File: config.mk
export PLATFORM = sky130hd
export DESIGN_NAME = fixed3_norm_inv_sched_flat
export DESIGN_NICKNAME = d
export VERILOG_FILES = /design/src/rtl/fixed3_norm_inv_sched_pkg.sv /design/src/rtl/fixed3_norm_inv_sched_if.sv /design/src/rtl/fixed3_norm_inv_sched_tag_fifo.sv /design/src/rtl/fixed3_norm_inv_sched.sv /design/src/flat_wrapper.sv
export SDC_FILE = /design/constraint.sdc
export NUM_CORES = 1
export LEC_CHECK = 0
export CORE_AREA = 4 4 266 268
export DETAILED_ROUTE_END_ITERATION = 7
export DIE_AREA = 0 0 270 272
export DONT_BUFFER_PORTS = 1
export HOLD_SLACK_MARGIN = 0.03
export PLACE_DENSITY = 0.41
export SLEW_MARGIN = 20
export SYNTH_ARGS = -nofsm -noshare
export SYNTH_HDL_FRONTEND = slang
export SYNTH_HIERARCHICAL = 1
export SYNTH_SLANG_ARGS = --single-unit
File: constraint.sdc
create_clock -name clk -period 3.6 [get_ports clk]
set_clock_uncertainty 0.05 [all_clocks]
set_input_delay 0.36 -clock clk [delete_from_list [all_inputs] [get_ports clk]]
set_output_delay 0.36 -clock clk [all_outputs]
set_load 0.05 [all_outputs]
File: src/rtl/fixed3_norm_inv_sched_pkg.sv
// Shared Fixed3 vector type and scheduler sizing constants.
package fixed3_norm_inv_sched_pkg;

   localparam int unsigned FIXED3_W = 32;

   // Three signed Q16.16 components.
   typedef struct packed {
      logic signed [FIXED3_W-1:0] x;
      logic signed [FIXED3_W-1:0] y;
      logic signed [FIXED3_W-1:0] z;
   } Fixed3;

   function automatic Fixed3 _Fixed3(input logic signed [FIXED3_W-1:0] x,
                                     input logic signed [FIXED3_W-1:0] y,
                                     input logic signed [FIXED3_W-1:0] z);
      Fixed3 r;
      r.x = x;
      r.y = y;
      r.z = z;
      return r;
   endfunction

   // Tag width needed to name one of n requesters (at least one bit).
   function automatic int unsigned sched_tag_w(input int unsigned n);
      return (n > 1) ? $clog2(n) : 1;
   endfunction

   localparam int unsigned SCHED_NUM_REQ = 4;
   localparam int unsigned SCHED_TAG_W   = sched_tag_w(SCHED_NUM_REQ);

endpackage

File: src/rtl/fixed3_norm_inv_sched_if.sv
// Requester / datapath-chain bundle for the normalize-inverse scheduler.
interface fixed3_norm_inv_sched_if
   import fixed3_norm_inv_sched_pkg::*;
#(
   parameter int unsigned NUM_REQ      = SCHED_NUM_REQ,
   parameter int unsigned MAX_INFLIGHT = 8
) ();

   localparam int unsigned CNT_W = $clog2(MAX_INFLIGHT + 1);

   logic [NUM_REQ-1:0]        req_valid;
   Fixed3 [NUM_REQ-1:0]       req_v;
   logic [NUM_REQ-1:0]        req_ready;
   logic                      norm_strobe;
   Fixed3                     norm_v;
   logic                      inv_valid;
   Fixed3                     inv_ov;
   logic [NUM_REQ-1:0]        rsp_valid;
   Fixed3                     rsp_ov;
   logic [CNT_W-1:0]          inflight;
   logic                      err_orphan;

   // Scheduler side.
   modport slave (
      input  req_valid, req_v, inv_valid, inv_ov,
      output req_ready, norm_strobe, norm_v, rsp_valid, rsp_ov, inflight, err_orphan
   );

   // Requesters plus datapath chain side.
   modport master (
      output req_valid, req_v, inv_valid, inv_ov,
      input  req_ready, norm_strobe, norm_v, rsp_valid, rsp_ov, inflight, err_orphan
   );

endinterface

File: src/rtl/fixed3_norm_inv_sched_tag_fifo.sv
// In-order tag FIFO; push+pop in the same cycle is allowed when non-empty.
module fixed3_norm_inv_sched_tag_fifo #(
   parameter int unsigned WIDTH = 2,
   parameter int unsigned DEPTH = 8
) (
   input  logic             clk,
   input  logic             resetn,
   input  logic             push_i,
   input  logic [WIDTH-1:0] din_i,
   input  logic             pop_i,
   output logic [WIDTH-1:0] dout_o,
   output logic             full_o,
   output logic             empty_o
);

   localparam int unsigned AW = (DEPTH > 1) ? $clog2(DEPTH) : 1;
   localparam logic [AW:0] FULL_CNT = (AW + 1)'(DEPTH);

   logic [WIDTH-1:0] mem_q [DEPTH];
   logic [AW-1:0]    wr_ptr_q, wr_ptr_d;
   logic [AW-1:0]    rd_ptr_q, rd_ptr_d;
   logic [AW:0]      count_q, count_d;
   logic             do_push, do_pop;

   assign empty_o = (count_q == '0);
   assign full_o  = (count_q == FULL_CNT);
   assign dout_o  = mem_q[rd_ptr_q];

   // Qualify push/pop and compute next pointers/count (pointers wrap on power-of-two depth).
   always_comb begin
      do_pop   = pop_i && !empty_o;
      do_push  = push_i && (!full_o || do_pop);
      wr_ptr_d = do_push ? wr_ptr_q + 1'b1 : wr_ptr_q;
      rd_ptr_d = do_pop  ? rd_ptr_q + 1'b1 : rd_ptr_q;
      count_d  = count_q;
      case ({do_push, do_pop})
         2'b10:   count_d = count_q + 1'b1;
         2'b01:   count_d = count_q - 1'b1;
         default: ;
      endcase
   end

   // Pointer and occupancy registers.
   always_ff @(posedge clk or negedge resetn) begin
      if (!resetn) begin
         wr_ptr_q <= '0;
         rd_ptr_q <= '0;
         count_q  <= '0;
      end else begin
         wr_ptr_q <= wr_ptr_d;
         rd_ptr_q <= rd_ptr_d;
         count_q  <= count_d;
      end
   end

   // Storage; contents are don't-care while empty, so no reset.
   always_ff @(posedge clk) begin
      if (do_push) mem_q[wr_ptr_q] <= din_i;
   end

endmodule

File: src/rtl/fixed3_norm_inv_sched.sv
// Round-robin scheduler sharing one Fixed3 normalize -> inverse chain among requesters.
module fixed3_norm_inv_sched
   import fixed3_norm_inv_sched_pkg::*;
#(
   parameter int unsigned NUM_REQ      = SCHED_NUM_REQ,
   parameter int unsigned MAX_INFLIGHT = 8
) (
   input logic                    clk,
   input logic                    resetn,
   fixed3_norm_inv_sched_if.slave bus
);

   localparam int unsigned       TAG_W    = sched_tag_w(NUM_REQ);
   localparam int unsigned       CNT_W    = $clog2(MAX_INFLIGHT + 1);
   localparam logic [CNT_W-1:0]  CNT_MAX  = CNT_W'(MAX_INFLIGHT);
   localparam logic [TAG_W-1:0]  LAST_IDX = TAG_W'(NUM_REQ - 1);

   logic [TAG_W-1:0]   rr_ptr_q, rr_ptr_d;
   logic               norm_strobe_q, norm_strobe_d;
   Fixed3              norm_v_q, norm_v_d;
   logic [NUM_REQ-1:0] rsp_valid_q, rsp_valid_d;
   Fixed3              rsp_ov_q, rsp_ov_d;
   logic [CNT_W-1:0]   inflight_q, inflight_d;
   logic               err_orphan_q, err_orphan_d;

   logic               grant;
   logic [TAG_W-1:0]   grant_idx;
   logic [TAG_W-1:0]   cand;
   logic               tag_full, tag_empty, tag_pop;
   logic [TAG_W-1:0]   tag_head;

   assign tag_pop = bus.inv_valid && !tag_empty;

   // Round-robin pick starting at rr_ptr; gated off while the registered count is at the limit.
   // The FIFO full flag mirrors that limit and is folded in so the two can never disagree.
   always_comb begin
      grant     = 1'b0;
      grant_idx = '0;
      cand      = '0;
      for (int unsigned k = 0; k < NUM_REQ; k++) begin
         cand = TAG_W'((32'(rr_ptr_q) + k) % NUM_REQ);
         if (!grant && bus.req_valid[cand]) begin
            grant     = 1'b1;
            grant_idx = cand;
         end
      end
      if ((inflight_q >= CNT_MAX) || tag_full) grant = 1'b0;
   end

   assign bus.req_ready = grant ? (NUM_REQ'(1) << grant_idx) : '0;

   // Next-state for dispatch, return routing, occupancy and the sticky orphan flag.
   always_comb begin
      rr_ptr_d      = rr_ptr_q;
      norm_strobe_d = grant;
      norm_v_d      = norm_v_q;
      rsp_valid_d   = '0;
      rsp_ov_d      = rsp_ov_q;
      inflight_d    = inflight_q;
      err_orphan_d  = err_orphan_q;
      if (grant) begin
         rr_ptr_d = (grant_idx == LAST_IDX) ? '0 : grant_idx + 1'b1;
         norm_v_d = bus.req_v[grant_idx];
      end
      if (tag_pop) begin
         rsp_valid_d = NUM_REQ'(1) << tag_head;
         rsp_ov_d    = bus.inv_ov;
      end
      if (bus.inv_valid && tag_empty) err_orphan_d = 1'b1;
      case ({grant, tag_pop})
         2'b10:   inflight_d = inflight_q + 1'b1;
         2'b01:   inflight_d = inflight_q - 1'b1;
         default: ;
      endcase
   end

   // State registers.
   always_ff @(posedge clk or negedge resetn) begin
      if (!resetn) begin
         rr_ptr_q      <= '0;
         norm_strobe_q <= 1'b0;
         norm_v_q      <= '0;
         rsp_valid_q   <= '0;
         rsp_ov_q      <= '0;
         inflight_q    <= '0;
         err_orphan_q  <= 1'b0;
      end else begin
         rr_ptr_q      <= rr_ptr_d;
         norm_strobe_q <= norm_strobe_d;
         norm_v_q      <= norm_v_d;
         rsp_valid_q   <= rsp_valid_d;
         rsp_ov_q      <= rsp_ov_d;
         inflight_q    <= inflight_d;
         err_orphan_q  <= err_orphan_d;
      end
   end

   assign bus.norm_strobe = norm_strobe_q;
   assign bus.norm_v      = norm_v_q;
   assign bus.rsp_valid   = rsp_valid_q;
   assign bus.rsp_ov      = rsp_ov_q;
   assign bus.inflight    = inflight_q;
   assign bus.err_orphan  = err_orphan_q;

   fixed3_norm_inv_sched_tag_fifo #(
      .WIDTH (TAG_W),
      .DEPTH (MAX_INFLIGHT)
   ) u_tag_fifo (
      .clk     (clk),
      .resetn  (resetn),
      .push_i  (grant),
      .din_i   (grant_idx),
      .pop_i   (tag_pop),
      .dout_o  (tag_head),
      .full_o  (tag_full),
      .empty_o (tag_empty)
   );

endmodule

File: src/flat_wrapper.sv
// flat-port wrapper written by rule: the top's interface ports become plain ports
module fixed3_norm_inv_sched_flat import fixed3_norm_inv_sched_pkg::*;
#(
   parameter int unsigned NUM_REQ      = SCHED_NUM_REQ,
   parameter int unsigned MAX_INFLIGHT = 8
)
  (clk, resetn, bus_req_valid, bus_req_v, bus_inv_valid, bus_inv_ov, bus_req_ready, bus_norm_strobe, bus_norm_v, bus_rsp_valid, bus_rsp_ov, bus_inflight, bus_err_orphan);
  fixed3_norm_inv_sched_if #(.NUM_REQ(NUM_REQ), .MAX_INFLIGHT(MAX_INFLIGHT)) bus_i ();
  input logic clk;
  input logic resetn;
  input wire logic [$bits(bus_i.req_valid)-1:0] bus_req_valid;
  input wire logic [$bits(bus_i.req_v)-1:0] bus_req_v;
  input wire logic [$bits(bus_i.inv_valid)-1:0] bus_inv_valid;
  input wire logic [$bits(bus_i.inv_ov)-1:0] bus_inv_ov;
  output wire logic [$bits(bus_i.req_ready)-1:0] bus_req_ready;
  output wire logic [$bits(bus_i.norm_strobe)-1:0] bus_norm_strobe;
  output wire logic [$bits(bus_i.norm_v)-1:0] bus_norm_v;
  output wire logic [$bits(bus_i.rsp_valid)-1:0] bus_rsp_valid;
  output wire logic [$bits(bus_i.rsp_ov)-1:0] bus_rsp_ov;
  output wire logic [$bits(bus_i.inflight)-1:0] bus_inflight;
  output wire logic [$bits(bus_i.err_orphan)-1:0] bus_err_orphan;
  assign bus_i.req_valid = bus_req_valid;
  assign bus_i.req_v = bus_req_v;
  assign bus_i.inv_valid = bus_inv_valid;
  assign bus_i.inv_ov = bus_inv_ov;
  assign bus_req_ready = bus_i.req_ready;
  assign bus_norm_strobe = bus_i.norm_strobe;
  assign bus_norm_v = bus_i.norm_v;
  assign bus_rsp_valid = bus_i.rsp_valid;
  assign bus_rsp_ov = bus_i.rsp_ov;
  assign bus_inflight = bus_i.inflight;
  assign bus_err_orphan = bus_i.err_orphan;
  fixed3_norm_inv_sched #(.NUM_REQ(NUM_REQ), .MAX_INFLIGHT(MAX_INFLIGHT)) u_core (.clk(clk), .resetn(resetn), .bus(bus_i));
endmodule
==> summary.txt <==
Pwr
  – Switching Share: 50.6%
  – Pwr Total: 16.9 mW
  – Combinational power share: 38.6%
  – Worst VDD drop: 0.000581 V
  – Internal cell power: 8.36 mW
  – Flop pwr share: 44.8%
  – P_leak: 7.28 nW
  – Power share of the clock group: 16.6%
  – P per Cell Area: 926 nW/um^2
  – Psw: 8.56 mW

Worst setup path
  – Reg2Reg Depth: 8
  – Critical-path cell list: nor2_1 > o21a_4 > buf_4 > buf_6 > o31ai_1 > a211o_1 > o211ai_1 > dlygate4sd3_1
  – Worst Path Required: 4.05 ns
  – CP arrival: 3.77 ns
  – Worst reg2reg setup slack: 0.28 ns
  – Reg2reg end: u_core/bus.norm_v[1]
  – CP delay by family, top: buffers and inverters
  – CP max stage delay: 0.56 ns
  – Worst setup SP type: register
  – Crit. End Element: register
  – WS Path Type: reg -> reg
  – Buffer and inverter count on the worst path: 3
  – CP max-delay cell: buf_6
  – Critical Path Fanout Max: 63
  – Worst r2r src: u_core/rr_ptr_q[0]

STA
  – Max_slew headroom: 43.7%
  – RSZ-0062 raised after global routing: no
  – Worst-Margin Slew: 0.844 ns
  – Count of final max-slew check failures: 0
  – Fmax: 0.301 GHz
  – Fin crit period: 3.32 ns
  – Setup Viol. Count Final: 0
  – Final hold slack: -0.559 ns
  – Setup_tns: 0 ns
  – Final Hold Fails: 214
  – Period utilisation layout: 92.3%

Cells and area
  – Most frequent cells in the layout: dlygate4sd3_1 (382), dfrtp_1 (214), nand2_1 (106), mux2_2 (101), mux2i_1 (98)
  – Commonest non-fill, non-tap cell in the layout: dlygate4sd3_1
  – Nets: 1957
  – Final Non-Filler Cells: 2368
  – Filler cells: 7058
  – Share of layout cells above drive strength 1: 13.3%
  – Synthesis-to-layout area growth: 44.9%

Floorplanning
  – Core Box Area: 68300 sq um
  – Row cnt: 96
  – Die area: 73400 sq um
  – Die Span X: 270 um
  – Starting Density: 18.5%
  – I/O Pins: 693
  – Chip Height: 272 um

Yosys
  – Area contributors post-synth: dfrtp_1 (42%), mux2_2 (9.0%), mux2i_1 (7.8%), a211o_1 (6.8%), o31ai_1 (5.8%)
  – Leading area contributor after synthesis: dfrtp_1
  – Yosys reg bits: 230
  – Synth top area share: 42.5%
  – Seq/Total Area, Yosys: 46.3%
  – Area share of fa/ha/maj cells after synthesis: 1.25%
  – Asr flop ratio synth: 93.0%
  – Compound-cell area share of the yosys netlist: 19.3%
  – Largest family of logic cells by synthesized area: compound AO/OA/AOI/OAI gates
  – Synth Area in XOR/XNOR: 0.833%
  – Syn Nets: 1648
  – Post-synth cell types: 49
  – Synth Warn #: 6
  – Post-synth top flop: dfrtp_1
  – Proportion of synthesized area in mux cells: 17.7%
  – Synthesized instance count: 1149
  – Cell area after synthesis: 12600 sq um
  – EDFF count, synth: 16
  – Post-Synth Simple-Gate Area: 10.1%
  – Post-synthesis average cell area: 11.0 sq um

Global routing
  – Global-route wire length before repair: 81.6 mm
  – Gr ovfl total: 0
  – Largest net degree at the start of global routing: 215
  – Vias in the first global route: 12607
  – GRT Util Overall: 14.1%
  – Initial antenna violation count: 7

Detailed routing
  – Post-route ant nets: 0
  – Final wirelength: 55.7 mm
  – DR pass1 iterations: 5
  – Via count: 11443
  – Average wire per cell in the routed design: 23.5 um
  – Drt first-iter violations: 573
  – Residual DRC: 0
  – Vias/cell: 4.83

Placement
  – Placed cells: 1929
  – GP Congestion: 0.811
  – Count of buffers from port buffering: 0
  – DP HPWL: 37.6 mm

Clocking
  – Clk buf depth: 3
  – CTS tree: built
  – Number of hold buffers added after CTS: 382
  – Inserted Clock Buffers: 27
  – H-tree Lvls: 1
  – Root buffer cell: clkbuf_16
  – Post-CTS Setup Bufs: 0
  – Clock sinks: 230
  – Skew-Pair Late Insertion Delay: 0.56 ns
  – Clk slew on worst S/H paths: 0.06 ns

Status
  – Status: complete, but fails checks
  – Failing checks: hold timing

Job
  – Max-cap violations: 0

Min path
  – Hold Crit Class: in -> async
## flip-flops by register name, summed over array words and instances (netlist names)
register and cells:
u_core/bus.norm_v 96, u_core/bus.rsp_ov 96, u_core/u_tag_fifo/mem_q 16, u_core/bus.inflight 4, u_core/bus.rsp_valid 4, u_core/u_tag_fifo/count_q 4, u_core/u_tag_fifo/rd_ptr_q 3, u_core/u_tag_fifo/wr_ptr_q 3
u_core/rr_ptr_q 2, u_core/bus.err_orphan 1, u_core/bus.norm_strobe 1
## metrics by stage
step | worst slack, ns | util (%) | cell area (sq um)
global placement | 0.559 | 19.8 | 13500
finish | 0.278 | 26.7 | 18300
floorplan | 0.328 | - | 12600
global route | 0.119 | 26.7 | 18300
CTS | 0.0275 | 26.7 | 18200
detailed placement | 0.484 | 19.8 | 13500
## power by group through the flow
stage	clock network, mW	logic (mW)	registers, mW
3_5_place_dp	0	5.23	7.65
6_report	2.81	6.53	7.58
2_1_floorplan	0	3.97	7.16
5_1_grt	3.04	7.10	7.69
4_1_cts	2.92	6.47	7.61
3_3_place_gp	0	5.15	7.67
## cell type report
type	instances	area [sq um]	area share, %
Multi-Input combinational cell	783	6280	34.3
Sequential cell	230	5840	31.9
Timing Repair Buffer	408	4100	22.4
Tap cell	882	1100	6.04
Clock buffer	35	726	3.97
Clock inverter	15	171	0.938
Inverter	8	46.3	0.253
Antenna cell	7	17.5	0.0958
## how the worst max path moves through the flow
stage | start | endpoint | slack, ns | cells past startpoint
finish | u_core/rr_ptr_q[0] | u_core/bus.norm_v[1] | 0.28 | 8
detailed placement | u_core/u_tag_fifo/count_q[1] | u_core/bus.rsp_ov[40] | 0.48 | 6
global placement | u_core/u_tag_fifo/count_q[1] | u_core/u_tag_fifo/count_q[3] | 0.56 | 11
CTS | u_core/rr_ptr_q[1] | u_core/bus.norm_v[19] | 0.03 | 9
global route | u_core/rr_ptr_q[1] | u_core/bus.norm_v[1] | 0.12 | 8
floorplan | u_core/u_tag_fifo/count_q[1] | u_core/u_tag_fifo/count_q[3] | 0.33 | 14
## cells by family (layout without fill, tap and decap cells)
| family | Yosys count | count (layout) |
|---|---|---|
| muxes | 205 | 205 |
| adders and majority gates | 12 | 12 |
| and+or+nand+nor | 248 | 248 |
| xor gates and xnor gates | 12 | 12 |
| buffers and inverters | 136 | 466 |
| AOI/OAI and AO/OA | 306 | 306 |
| other | 0 | 7 |
| DFF | 230 | 230 |
## repair_timing
action	in CTS	in global routing
setup endpoints to repair	0	73
endpoints found under the hold margin	406	214
gates resized for setup	0	6
## routing by layer
layer  wire length, um  up-vias  track usage, %
li1                  -     5044               -
met1             19600     5589            15.3
met2             28000      690            25.1
met3              5510      120            4.47
met4              2530        0            6.57
met5                 0        -               0
## synthesized netlist by cell type, types with 2 or more instances
library cell / count
dfrtp_1: 214
nor3_1: 2
a211oi_1: 3
a211o_1: 98
a21oi_1: 2
and2_1: 4
nand2_1: 107
a21o_1: 2
buf_4: 4
buf_2: 28
inv_1: 6
or3_1: 2
nor2_2: 2
mux4_2: 4
inv_2: 2
mux2_2: 101
nor2_1: 14
buf_1: 6
o31ai_1: 97
nor2b_1: 2
o211ai_1: 96
xnor2_1: 5
or2_2: 3
nand4_1: 96
nor3b_1: 2
mux2_4: 2
xor2_1: 7
nand3_1: 2
edfxtp_1: 16
clkbuf_1: 89
ha_1: 11
mux2i_1: 98
nand2b_1: 6
Note: power is estimated with default switching activity, not from simulation.
